`config.mk`:
```
export PLATFORM = sky130hd
export DESIGN_NAME = ahb_lite_slave_mux
export DESIGN_NICKNAME = d
export VERILOG_FILES = /design/src/rtl/ahb_lite_slave_mux.sv
export SDC_FILE = /design/constraint.sdc
export NUM_CORES = 1
export LEC_CHECK = 0
export BUFFER_PORTS_ARGS = -buffer_cell sky130_fd_sc_hd__buf_2
export CAP_MARGIN = 20
export CELL_PAD_IN_SITES_DETAIL_PLACEMENT = 1
export CELL_PAD_IN_SITES_GLOBAL_PLACEMENT = 1
export CORE_MARGIN = 1.5
export CORE_UTILIZATION = 18
export CTS_CLUSTER_DIAMETER = 80
export DETAILED_ROUTE_END_ITERATION = 12
export GPL_TIMING_DRIVEN = 0
export PLACE_DENSITY_LB_ADDON = 0.1
export SLEW_MARGIN = 15
export SYNTH_ARGS = -nofsm -noshare
export SYNTH_HDL_FRONTEND = slang
export SYNTH_SLANG_ARGS = --single-unit
export TNS_END_PERCENT = 10
```
`constraint.sdc`:
```
create_clock -name HCLK -period 3.65 [get_ports HCLK]
set_input_delay 0.5475 -clock HCLK [delete_from_list [all_inputs] [get_ports HCLK]]
set_output_delay 0.5475 -clock HCLK [all_outputs]
set_load 0.01 [all_outputs]
```
`src/rtl/ahb_lite_slave_mux.sv`:
```
`default_nettype none
// ============================================================================
// Module      : ahb_lite_slave_mux
// Description : AHB-Lite address decoder and data-phase response multiplexer
//               with an integrated default slave that answers transfers to
//               unmapped space with a two-cycle ERROR response.
// Revision    : 1.0 - initial release
// ============================================================================
module ahb_lite_slave_mux #(
    parameter logic [7:0] S0_BASE = 8'h00,
    parameter logic [7:0] S1_BASE = 8'h20,
    parameter logic [7:0] S2_BASE = 8'h40,
    parameter logic [7:0] S3_BASE = 8'h48
) (
    input  logic        HCLK,
    input  logic        HRESETn,
    input  logic [31:0] HADDR,
    input  logic [1:0]  HTRANS,
    output logic        HSEL_S0,
    output logic        HSEL_S1,
    output logic        HSEL_S2,
    output logic        HSEL_S3,
    input  logic [31:0] HRDATA_S0,
    input  logic [31:0] HRDATA_S1,
    input  logic [31:0] HRDATA_S2,
    input  logic [31:0] HRDATA_S3,
    input  logic        HREADYOUT_S0,
    input  logic        HREADYOUT_S1,
    input  logic        HREADYOUT_S2,
    input  logic        HREADYOUT_S3,
    input  logic        HRESP_S0,
    input  logic        HRESP_S1,
    input  logic        HRESP_S2,
    input  logic        HRESP_S3,
    output logic        HREADY,
    output logic [31:0] HRDATA,
    output logic        HRESP
);

    // One-hot record of which responder owns the current data phase
    typedef enum logic [5:0] {
        DP_NONE = 6'b000001,
        DP_S0   = 6'b000010,
        DP_S1   = 6'b000100,
        DP_S2   = 6'b001000,
        DP_S3   = 6'b010000,
        DP_DFLT = 6'b100000
    } dp_sel_t;

    // Default-slave error sequencer
    typedef enum logic [1:0] {
        DS_IDLE = 2'd0,
        DS_ERR1 = 2'd1,
        DS_ERR2 = 2'd2
    } ds_state_t;

    logic [3:0] w_hsel;
    logic       w_addr_dflt;
    logic       w_active;
    logic       w_unused;
    dp_sel_t    r_dp_sel;
    dp_sel_t    w_dp_next;
    ds_state_t  r_ds_state;
    ds_state_t  w_ds_next;
    logic       w_ds_hready;
    logic       w_ds_hresp;

    // Address decode; lower-numbered slaves win if two bases ever collide
    assign w_hsel[0]   = (HADDR[31:24] == S0_BASE);
    assign w_hsel[1]   = (HADDR[31:24] == S1_BASE) & ~w_hsel[0];
    assign w_hsel[2]   = (HADDR[31:24] == S2_BASE) & ~|w_hsel[1:0];
    assign w_hsel[3]   = (HADDR[31:24] == S3_BASE) & ~|w_hsel[2:0];
    assign w_addr_dflt = ~|w_hsel;
    assign w_active    = HTRANS[1];

    assign HSEL_S0 = w_hsel[0];
    assign HSEL_S1 = w_hsel[1];
    assign HSEL_S2 = w_hsel[2];
    assign HSEL_S3 = w_hsel[3];

    // Only the top address byte and the NONSEQ/SEQ bit of HTRANS matter here
    assign w_unused = &{1'b0, HADDR[23:0], HTRANS[0]};

    // Next data-phase owner, captured only when the bus accepts an address phase
    always_comb begin
        w_dp_next = r_dp_sel;
        if (HREADY) begin
            if (!w_active)      w_dp_next = DP_NONE;
            else if (w_hsel[0]) w_dp_next = DP_S0;
            else if (w_hsel[1]) w_dp_next = DP_S1;
            else if (w_hsel[2]) w_dp_next = DP_S2;
            else if (w_hsel[3]) w_dp_next = DP_S3;
            else                w_dp_next = DP_DFLT;
        end
    end

    // Data-phase owner register
    always_ff @(posedge HCLK or negedge HRESETn) begin
        if (!HRESETn) r_dp_sel <= DP_NONE;
        else          r_dp_sel <= w_dp_next;
    end

    // Default-slave state register
    always_ff @(posedge HCLK or negedge HRESETn) begin
        if (!HRESETn) r_ds_state <= DS_IDLE;
        else          r_ds_state <= w_ds_next;
    end

    // Default-slave next state and its ready/response
    always_comb begin
        w_ds_next   = r_ds_state;
        w_ds_hready = 1'b1;
        w_ds_hresp  = 1'b0;
        unique case (r_ds_state)
            DS_IDLE: begin
                if (HREADY && w_active && w_addr_dflt) w_ds_next = DS_ERR1;
            end
            DS_ERR1: begin
                w_ds_hready = 1'b0;
                w_ds_hresp  = 1'b1;
                w_ds_next   = DS_ERR2;
            end
            DS_ERR2: begin
                w_ds_hresp = 1'b1;
                // HREADY is high here, so the next address phase is taken now
                if (w_active && w_addr_dflt) w_ds_next = DS_ERR1;
                else                         w_ds_next = DS_IDLE;
            end
            default: begin
                w_ds_next = DS_IDLE;
            end
        endcase
    end

    // Response mux steered by the registered data-phase owner
    always_comb begin
        HREADY = 1'b1;
        HRESP  = 1'b0;
        HRDATA = 32'h0;
        unique case (r_dp_sel)
            DP_S0: begin
                HREADY = HREADYOUT_S0;
                HRESP  = HRESP_S0;
                HRDATA = HRDATA_S0;
            end
            DP_S1: begin
                HREADY = HREADYOUT_S1;
                HRESP  = HRESP_S1;
                HRDATA = HRDATA_S1;
            end
            DP_S2: begin
                HREADY = HREADYOUT_S2;
                HRESP  = HRESP_S2;
                HRDATA = HRDATA_S2;
            end
            DP_S3: begin
                HREADY = HREADYOUT_S3;
                HRESP  = HRESP_S3;
                HRDATA = HRDATA_S3;
            end
            DP_DFLT: begin
                HREADY = w_ds_hready;
                HRESP  = w_ds_hresp;
            end
            default: begin
                HREADY = 1'b1;
            end
        endcase
    end

endmodule
`default_nettype wire
```
==> results of run 1 <==
[cell type report]
type / count / area (sq um)
plain buffers: 13 / 55.1
inverters: 5 / 18.8
repair buffers: 184 / 921
fillers: 988 / 4790
flip-flops and latches: 8 / 201
multi-input cells: 167 / 1060
clock buffers: 4 / 45.0
well taps: 99 / 124
[sequential cells by signal, indices dropped and copies added (netlist names)]
name,flops
r_dp_sel,6
r_ds_state,2
[worst register-to-register path: stages, from the launching register on]
cell     delay (ns)
dfrtp_1        0.45
or4b_1         0.59
o22ai_1        0.29
nor2_1         0.14
nor3_2         0.40
o21ai_0        0.16
[power groups by stage]
stage               clock network [W]  registers (W)  logic [W]
global route                 0.000121       0.000133   0.000282
global placement                    0       0.000130   0.000246
floorplan                           0       0.000123   0.000130
finish                       0.000114       0.000129   0.000248
CTS                          0.000117       0.000129   0.000253
detailed placement                  0       0.000131   0.000250
[routing by layer]
| layer | up-vias | global-route usage [%] | routed length (um) |
|---|---|---|---|
| met2 | 103 | 29.6 | 3840 |
| met1 | 1067 | 19.9 | 2880 |
| met4 | 0 | 4.90 | 145 |
| met5 | - | 0 | 0 |
| met3 | 13 | 2.95 | 741 |
| li1 | 1148 | - | - |
[kinds of logic (layout without fill, tap and decap cells)]
kind of cell,after synthesis,count (layout),synth area share [%]
fa+ha+maj,5,5,4.68
buf+inv,18,206,5.52
compound gates,54,54,37.1
simple gates,107,107,36.8
mux,1,1,0.842
flops,8,8,15.1
[final timing paths]
check,start,end,slack [ns],depth (start not counted)
worst max-delay path,r_dp_sel[2],HRDATA[16],0.52,6
worst min-delay path,HRESETn,r_ds_state[0],0.14,1
worst max register to register,r_dp_sel[2],r_dp_sel[1],1.48,5
worst min register to register,r_dp_sel[3],r_dp_sel[3],0.63,2
max in group asynchronous,HRESETn,r_dp_sel[0],3.25,1
min in group HCLK,HTRANS[1],r_dp_sel[0],0.55,2
[metrics by stage]
step,worst slack [ns],utilization [%],instances
after floorplan,1.33,-,193
after global placement,0.814,33.0,476
after detailed placement,0.778,33.0,476
after CTS,0.513,33.6,480
after global routing,0.368,33.6,480
final,0.522,33.6,480
[layout by cell type (no fill, tap or decap), types with 2 or more instances in the layout]
cell,Yosys,final
or4_1,2,2
dfrtp_1,7,7
nor2b_1,4,4
nand4_1,5,5
clkbuf_1,8,9
nor3_2,2,2
o31a_1,2,2
nand2_1,73,73
clkbuf_8,0,3
nor3_1,3,3
nor4b_1,2,2
o21ai_0,4,4
inv_1,5,5
ha_1,5,5
and2_1,2,2
buf_2,5,189
a222oi_1,32,32
o311ai_0,2,2
nor2_1,6,6
==> flow_summary_export.csv, run 1 <==
group,metric,value,unit
clock_network,clk-insertion-delay-late,0.24,ns
placed_design,place.port_buffers,184,
power_and_ir_drop,p_sw,0.000183,W
synthesis,ys_types,42,
clock_network,cts_root_buffer,"clkbuf_8",
power_and_ir_drop,max-vdd-ir-drop,0.115,mV
synthesis,synth_edf_count,0,
placed_design,placed_cell_area,2380,sq um
routing,viasPerCell,4.86,
status,status,"finished clean",
synthesis,yosysMostFrequentCell,"nand2_1",
timing,tns,0,ns
routing,wire_per_inst,15.9,um
global_routing,grt_usage,16.4,%
clock_network,path_clk_slew,0.05,ns
routing,via_count,2331,
finish,area_delta_synth_final,81.5,%
critical_path,critical_path.top_delay_family,"simple AND/OR/NAND/NOR gates",
timing,timing.final.crit_share,85.7,%
synthesis,synthTopCellsByCount,"nand2_1, a222oi_1, clkbuf_1, dfrtp_1, nor2_1",
timing,slew_headroom,55.3,%
power_and_ir_drop,power_frac_seq,26.2,%
timing,tightest_slew,0.665,ns
power_and_ir_drop,power_density,202,nW/um^2
floorplanning,initial_core_util,18.5,%
synthesis,synthCells,193,
placed_design,routabilityCongestion,0.695,
critical_path,path_buf_inv,2,
critical_path,slowest_stage,"or4b_1",
finish,nNetsFinal,559,
synthesis,synthTopCellsByArea,"a222oi_1, nand2_1, dfrtp_1",
critical_path,slowest_delay,0.59,ns
flow_run,timing.max_cap.violations,0,
placed_design,hpwl,6320,um
clock_network,clk_path_buf_depth,2,
power_and_ir_drop,switching_share,37.2,%
finish,design_area,2430,sq um
timing,rsz0062_at_grt,"no",
synthesis,avgSynthCellArea,6.93,sq um
clock_network,ctsResizeCount,0,
critical_path,crit_path_start_kind,"flip-flop",
power_and_ir_drop,clock_power_share,23.2,%
critical_path,crit_path_end_kind,"primary output",
global_routing,antenna_found_initial,0,
finish,drive_above_1_share,52.0,%
synthesis,yosys.area.top_type,"a222oi_1",
hold_path,hp-class,"primary input to async pin",
clock_network,clock-sinks,8,
power_and_ir_drop,total_power,0.000491,W
clock_network,postCtsHoldBufs,0,
synthesis,syn_area,1340,sq um
synthesis,synthArstFlopShare,100,%
clock_network,numCtsBuffers,3,
clock_network,cts_tree,"done",
global_routing,grt_pass1_vias,2152,
routing,drc,0,
global_routing,grt_pass1_wl,10400,um
finish,antennaDiodeCount,0,
floorplanning,rows,31,
timing,fmax,320,MHz
power_and_ir_drop,combinationalPowerShare,50.6,%
critical_path,crit_type,"flip-flop to primary output",
synthesis,synth_nets,370,
clock_network,cts_max_level,1,
floorplanning,core-area,7210,sq um
routing,drtAntennaViolNets,0,
critical_path,required,3.10,ns
global_routing,grt_max_degree,11,
synthesis,yosysTopAreaCellShare,23.9,%
global_routing,grt_overflow,0,
timing,slew_violations,0,
routing,drtIter0Drc,136,
critical_path,crit_fanout,10,
critical_path,path_common_cell,"buf_2",
timing,skew,0.0120,ns
routing,wl,7610,um
routing,drtPass1Iterations,5,
critical_path,crit_arrival,2.58,ns
critical_path,crit_path_cell_trace,"or4b_1 > nor3_1 > buf_2 > a222oi_1 > nand2_1 > buf_2",
power_and_ir_drop,leakage,1.42,nW
floorplanning,die_area,7960,sq um
floorplanning,die_w,89.2,um
synthesis,synth_ff_type,"dfrtp_1",
floorplanning,ios,210,
synthesis,synth_seq_cells,8,
floorplanning,dieHeight,89.2,um
timing,setup_viol,0,
timing,period_minus_slack,3.13,ns
timing,finalHoldViolCount,0,
timing,whs,0.143,ns
clock_network,post_cts_buffers,0,
synthesis,yosys_warnings,0,
power_and_ir_drop,power.internal,0.000308,W
synthesis,ys_seq_area_share,15.1,%
Power figures use the tool's default switching activity.
==> run 2: changes to the inputs <==
Settings changed: BUFFER_PORTS_ARGS -buffer_cell sky130_fd_sc_hd__buf_2 to -buffer_cell sky130_fd_sc_hd__buf_4.
==> flow_summary_export.csv, run 2 (synthesized netlist as in run 1, its figures left out) <==
group,metric,value,unit
status,status,"finished clean",
hold_path,hp-class,"primary input to async pin",
global_routing,grt_overflow,0,
clock_network,cts_max_level,1,
critical_path,crit_path_end_kind,"primary output",
timing,finalHoldViolCount,0,
finish,antennaDiodeCount,0,
critical_path,required,3.10,ns
power_and_ir_drop,combinationalPowerShare,55.7,%
placed_design,place_inst,476,
routing,drtAntennaViolNets,0,
clock_network,numCtsBuffers,3,
flow_run,timing.max_cap.violations,0,
critical_path,crit_fanout,10,
global_routing,grt_pass1_wl,11000,um
clock_network,clock-sinks,8,
placed_design,place.port_buffers,184,
routing,drc,0,
power_and_ir_drop,clock_power_share,20.4,%
critical_path,crit_arrival,2.53,ns
timing,fmax,325,MHz
finish,regMostFlops,"r_dp_sel",
power_and_ir_drop,power_frac_seq,23.9,%
floorplanning,dieHeight,89.2,um
placed_design,hpwl,6660,um
global_routing,grt_usage,17.6,%
timing,tightest_slew,0.656,ns
finish,nNetsFinal,559,
power_and_ir_drop,max-vdd-ir-drop,0.135,mV
floorplanning,rows,31,
placed_design,routabilityCongestion,0.753,
finish,stdcell_count,480,
routing,drtIter0Drc,146,
critical_path,path_buf_inv,2,
power_and_ir_drop,switching_share,33.8,%
finish,layout_commonest_cell,"buf_4",
floorplanning,die_area,7960,sq um
clock_network,clk_path_buf_depth,2,
power_and_ir_drop,power_density,186,nW/um^2
finish,fill_cells,932,
routing,wire_per_inst,16.5,um
timing,slew_violations,0,
routing,viasPerCell,4.95,
global_routing,antenna_found_initial,0,
global_routing,grt_pass1_vias,2227,
floorplanning,ios,210,
timing,timing.final.crit_share,84.2,%
floorplanning,die_w,89.2,um
clock_network,clk-insertion-delay-late,0.23,ns
routing,drtPass1Iterations,7,
critical_path,crit_path_cell_trace,"or4b_1 > nor3_1 > buf_2 > a222oi_1 > nand2_1 > buf_4",
timing,whs,0.126,ns
clock_network,ctsResizeCount,0,
clock_network,cts_root_buffer,"clkbuf_8",
clock_network,post_cts_buffers,0,
timing,rsz0062_at_grt,"no",
timing,setup_viol,0,
critical_path,critical_path.top_delay_family,"simple AND/OR/NAND/NOR gates",
power_and_ir_drop,p_sw,0.000182,W
finish,largest_reg_flops,6,
clock_network,cts_tree,"done",
finish,largest_registers,"r_dp_sel (6), r_ds_state (2)",
power_and_ir_drop,leakage,1.55,nW
power_and_ir_drop,power.internal,0.000355,W
floorplanning,initial_core_util,18.5,%
global_routing,grt_max_degree,11,
floorplanning,core-area,7210,sq um
routing,via_count,2377,
finish,final_cell_mix,"buf_4, nand2_1, a222oi_1",
timing,period_minus_slack,3.07,ns
critical_path,crit_type,"flip-flop to primary output",
clock_network,path_clk_slew,0.04,ns
routing,wl,7940,um
timing,skew,0.00703,ns
finish,area_delta_synth_final,116,%
finish,drive_above_1_share,52.0,%
clock_network,postCtsHoldBufs,0,
timing,tns,0,ns
critical_path,slowest_stage,"or4b_1",
critical_path,slowest_delay,0.59,ns
timing,slew_headroom,55.9,%
critical_path,crit_path_start_kind,"flip-flop",
[run 2: cell counts in the layout (fill, tap and decap cells not counted)]
No cell type changed its count.
[run 2: layout make-up]
class,count,area (sq um),area share (%)
flip-flops and latches,8,201,6.98
inverters,5,18.8,0.650
multi-input cells,167,1060,36.8
well taps,99,124,4.29
clock buffers,4,45.0,1.56
plain buffers,13,55.1,1.91
repair buffers,184,1380,47.8
[run 2: power groups by stage]
stage / registers [W] / logic [W] / clock network [W]
global route: 0.000132 / 0.000333 / 0.000119
global placement: 0.000130 / 0.000293 / 0
detailed placement: 0.000130 / 0.000299 / 0
CTS: 0.000128 / 0.000303 / 0.000113
finish: 0.000128 / 0.000299 / 0.000110
floorplan: 0.000123 / 0.000130 / 0
[run 2: worst register-to-register path, delay by kind of cell (launching register included)]
kind / cells / cell delay [ns]
simple gates: 3 / 1.14
compound gates: 2 / 0.44
flops: 1 / 0.45
[run 2: layer usage]
| metal | global-route usage (%) | wire [um] |
|---|---|---|
| met4 | 3.08 | 63 |
| met3 | 4.25 | 873 |
| met1 | 20.0 | 2820 |
| met2 | 33.4 | 4180 |
| met5 | 0 | 0 |
[run 2: path summary, 6_finish.rpt]
path	startpoint	to	slack [ns]	cells after the start
worst min register to register	r_dp_sel[5]	r_dp_sel[5]	0.63	1
worst max register to register	r_dp_sel[5]	r_dp_sel[4]	1.48	5
worst min-delay path	HRESETn	r_ds_state[0]	0.13	1
worst max-delay path	r_dp_sel[5]	HRDATA[31]	0.58	6
max in group asynchronous	HRESETn	r_dp_sel[0]	3.31	1
min in group HCLK	HTRANS[1]	r_dp_sel[0]	0.50	2
[run 2: metrics by stage]
step	area [sq um]	power (W)	util, %	worst slack [ns]
floorplan	1340	0.000254	-	1.33
CTS	2890	0.000545	40.0	0.529
finish	2890	0.000537	40.0	0.576
detailed placement	2840	0.000429	39.4	0.773
global placement	2840	0.000423	39.4	0.835
global route	2890	0.000583	40.0	0.383
==> run 3: changes to the inputs <==
Settings changed: CORE_UTILIZATION 18 to 15.
Clock period 3.65 ns to 2.8 ns, I/O delays scaled along.
==> flow_summary_export.csv, run 3 (synthesized netlist as in run 1, its figures left out) <==
group,metric,value,unit
routing,wire_per_inst,16.9,um
placed_design,dp_slack,0.0389,ns
hold_path,hold-path-cell-count,2,
critical_path,slowest_stage,"or4b_1",
timing,setup_viol,0,
flow_run,timing.max_cap.violations,0,
routing,drc,0,
finish,largest_registers,"r_dp_sel (6), r_ds_state (2)",
timing,tns,0,ns
critical_path,ff2ff_setup_slack,0.58,ns
floorplanning,dieHeight,97.4,um
finish,antennaDiodeCount,0,
global_routing,grt_usage,16.2,%
placed_design,hpwl,6820,um
global_routing,grt_pass1_wl,12500,um
floorplanning,rows,34,
timing,period_minus_slack,2.64,ns
clock_network,path_clk_slew,0.04,ns
global_routing,grt_max_degree,11,
floorplanning,initial_core_util,15.4,%
hold_path,hold_start,"HTRANS[1]",
timing,whs,0.369,ns
timing,skew,0.00484,ns
critical_path,crit_fanout,10,
floorplanning,die_w,97.4,um
critical_path,crit_arrival,2.22,ns
global_routing,antenna_found_initial,0,
critical_path,crit_type,"flip-flop to primary output",
critical_path,slowest_delay,0.65,ns
clock_network,clk_path_buf_depth,2,
power_and_ir_drop,power_density,246,nW/um^2
finish,final_cell_mix,"buf_4, nand2_1, a222oi_1",
floorplanning,die_area,9490,sq um
clock_network,clock-sinks,8,
timing,timing.final.crit_share,94.3,%
routing,via_count,2396,
clock_network,cts_root_buffer,"clkbuf_8",
finish,regMostFlops,"r_dp_sel",
routing,wl,8360,um
critical_path,crit_path_cell_trace,"or4b_1 > nor3_4 > clkbuf_4 > a222oi_1 > nand2_1 > buf_4",
global_routing,grt_overflow,0,
finish,drive_above_1_share,54.7,%
routing,drtPass1Iterations,5,
status,status,"finished clean",
finish,largest_reg_flops,6,
floorplanning,ios,210,
timing,tightest_slew,0.651,ns
finish,fill_cells,1122,
power_and_ir_drop,max-vdd-ir-drop,0.131,mV
clock_network,cts_tree,"done",
critical_path,crit_path_end_kind,"primary output",
placed_design,routabilityCongestion,0.779,
critical_path,required,2.38,ns
global_routing,grt_pass1_vias,2339,
clock_network,numCtsBuffers,3,
placed_design,place.port_buffers,184,
routing,drtAntennaViolNets,0,
timing,rsz0062_at_grt,"no",
power_and_ir_drop,leakage,1.59,nW
clock_network,cts_max_level,1,
clock_network,clk-insertion-delay-late,0.23,ns
hold_path,hold_path_end,"r_dp_sel[0]",
critical_path,r2r_cells,6,
critical_path,crit_path_start_kind,"flip-flop",
timing,fmax,379,MHz
hold_path,hp-class,"primary input to flip-flop",
critical_path,worstReg2RegEnd,"r_dp_sel[3]",
timing,slew_violations,0,
finish,layout_commonest_cell,"buf_4",
critical_path,r2r-start,"r_dp_sel[2]",
timing,slew_headroom,56.5,%
finish,area_delta_synth_final,123,%
timing,setup_ws,0.159,ns
routing,viasPerCell,4.85,
floorplanning,core-area,8680,sq um
routing,drtIter0Drc,117,
timing,finalHoldViolCount,0,
finish,nNetsFinal,564,
run 3: changes by cell type in the layout (fill, tap and decap cells not counted), sizes merged:
cell	before	now
dlygate4sd3	0	1
buf	189	190
clkbuf	12	15
run 3: how the worst max path moves through the flow:
| stage | start | endpoint | cells past startpoint |
|---|---|---|---|
| after floorplan | r_dp_sel[1] | HRDATA[0] | 5 |
| after global placement | r_dp_sel[5] | HRDATA[31] | 6 |
| after detailed placement | r_dp_sel[5] | HRDATA[23] | 6 |
| after CTS | r_dp_sel[1] | HRDATA[2] | 6 |
| after global routing | r_dp_sel[5] | HRDATA[2] | 6 |
| final | r_dp_sel[2] | HRDATA[23] | 6 |
run 3: per-layer routing:
metal  up-vias  global-route usage, %  share of wire (%)
li1       1157                      -                  -
met4         0                   3.08               0.84
met1      1125                   19.0                 38
met5         -                      0                  0
met2       108                   30.2                 53
met3         6                   3.24                7.9
run 3: stage by stage:
stage | total power (W) | std cells | utilization, % | cell area (sq um)
4_1_cts | 0.000725 | 490 | 33.7 | 2930
3_3_place_gp | 0.000557 | 485 | 32.9 | 2850
5_1_grt | 0.000799 | 494 | 34.4 | 2990
3_5_place_dp | 0.000560 | 485 | 32.9 | 2850
6_report | 0.000735 | 494 | 34.4 | 2990
2_1_floorplan | 0.000331 | 193 | - | 1340
run 3: layout make-up:
type	count	area, sq um	area share [%]
Buffer	13	68.8	2.30
Tap cell	108	135	4.52
Clock buffer	4	45.0	1.51
Timing Repair Buffer	189	1420	47.6
Inverter	5	18.8	0.628
Multi-Input combinational cell	167	1090	36.7
Sequential cell	8	203	6.79
run 3: report_power, final:
part / internal, W / switching, W / total [W] / leakage (nW)
Clock: 0.0000988 / 0.0000467 / 0.000145 / 0.0228
Combinational: 0.000244 / 0.000178 / 0.000422 / 1.46
Sequential: 0.000138 / 0.0000289 / 0.000167 / 0.102
Total: 0.000481 / 0.000254 / 0.000735 / 1.59
run 3: worst max-delay path: cells and delay by family, from the launching register on:
kind	cells	cell delay [ns]
simple gates	3	1.03
buf+inv	2	0.41
compound gates	1	0.10
flops	1	0.44
run 3: timing repair:
action                                  in CTS  in global routing
endpoints found under the setup margin      32                 32
setup buffers                                0                  4
endpoints found under the hold margin        4                  0
pin swaps                                    0                  1
gates resized for setup                      7                  8
hold buffers                                 1                  0
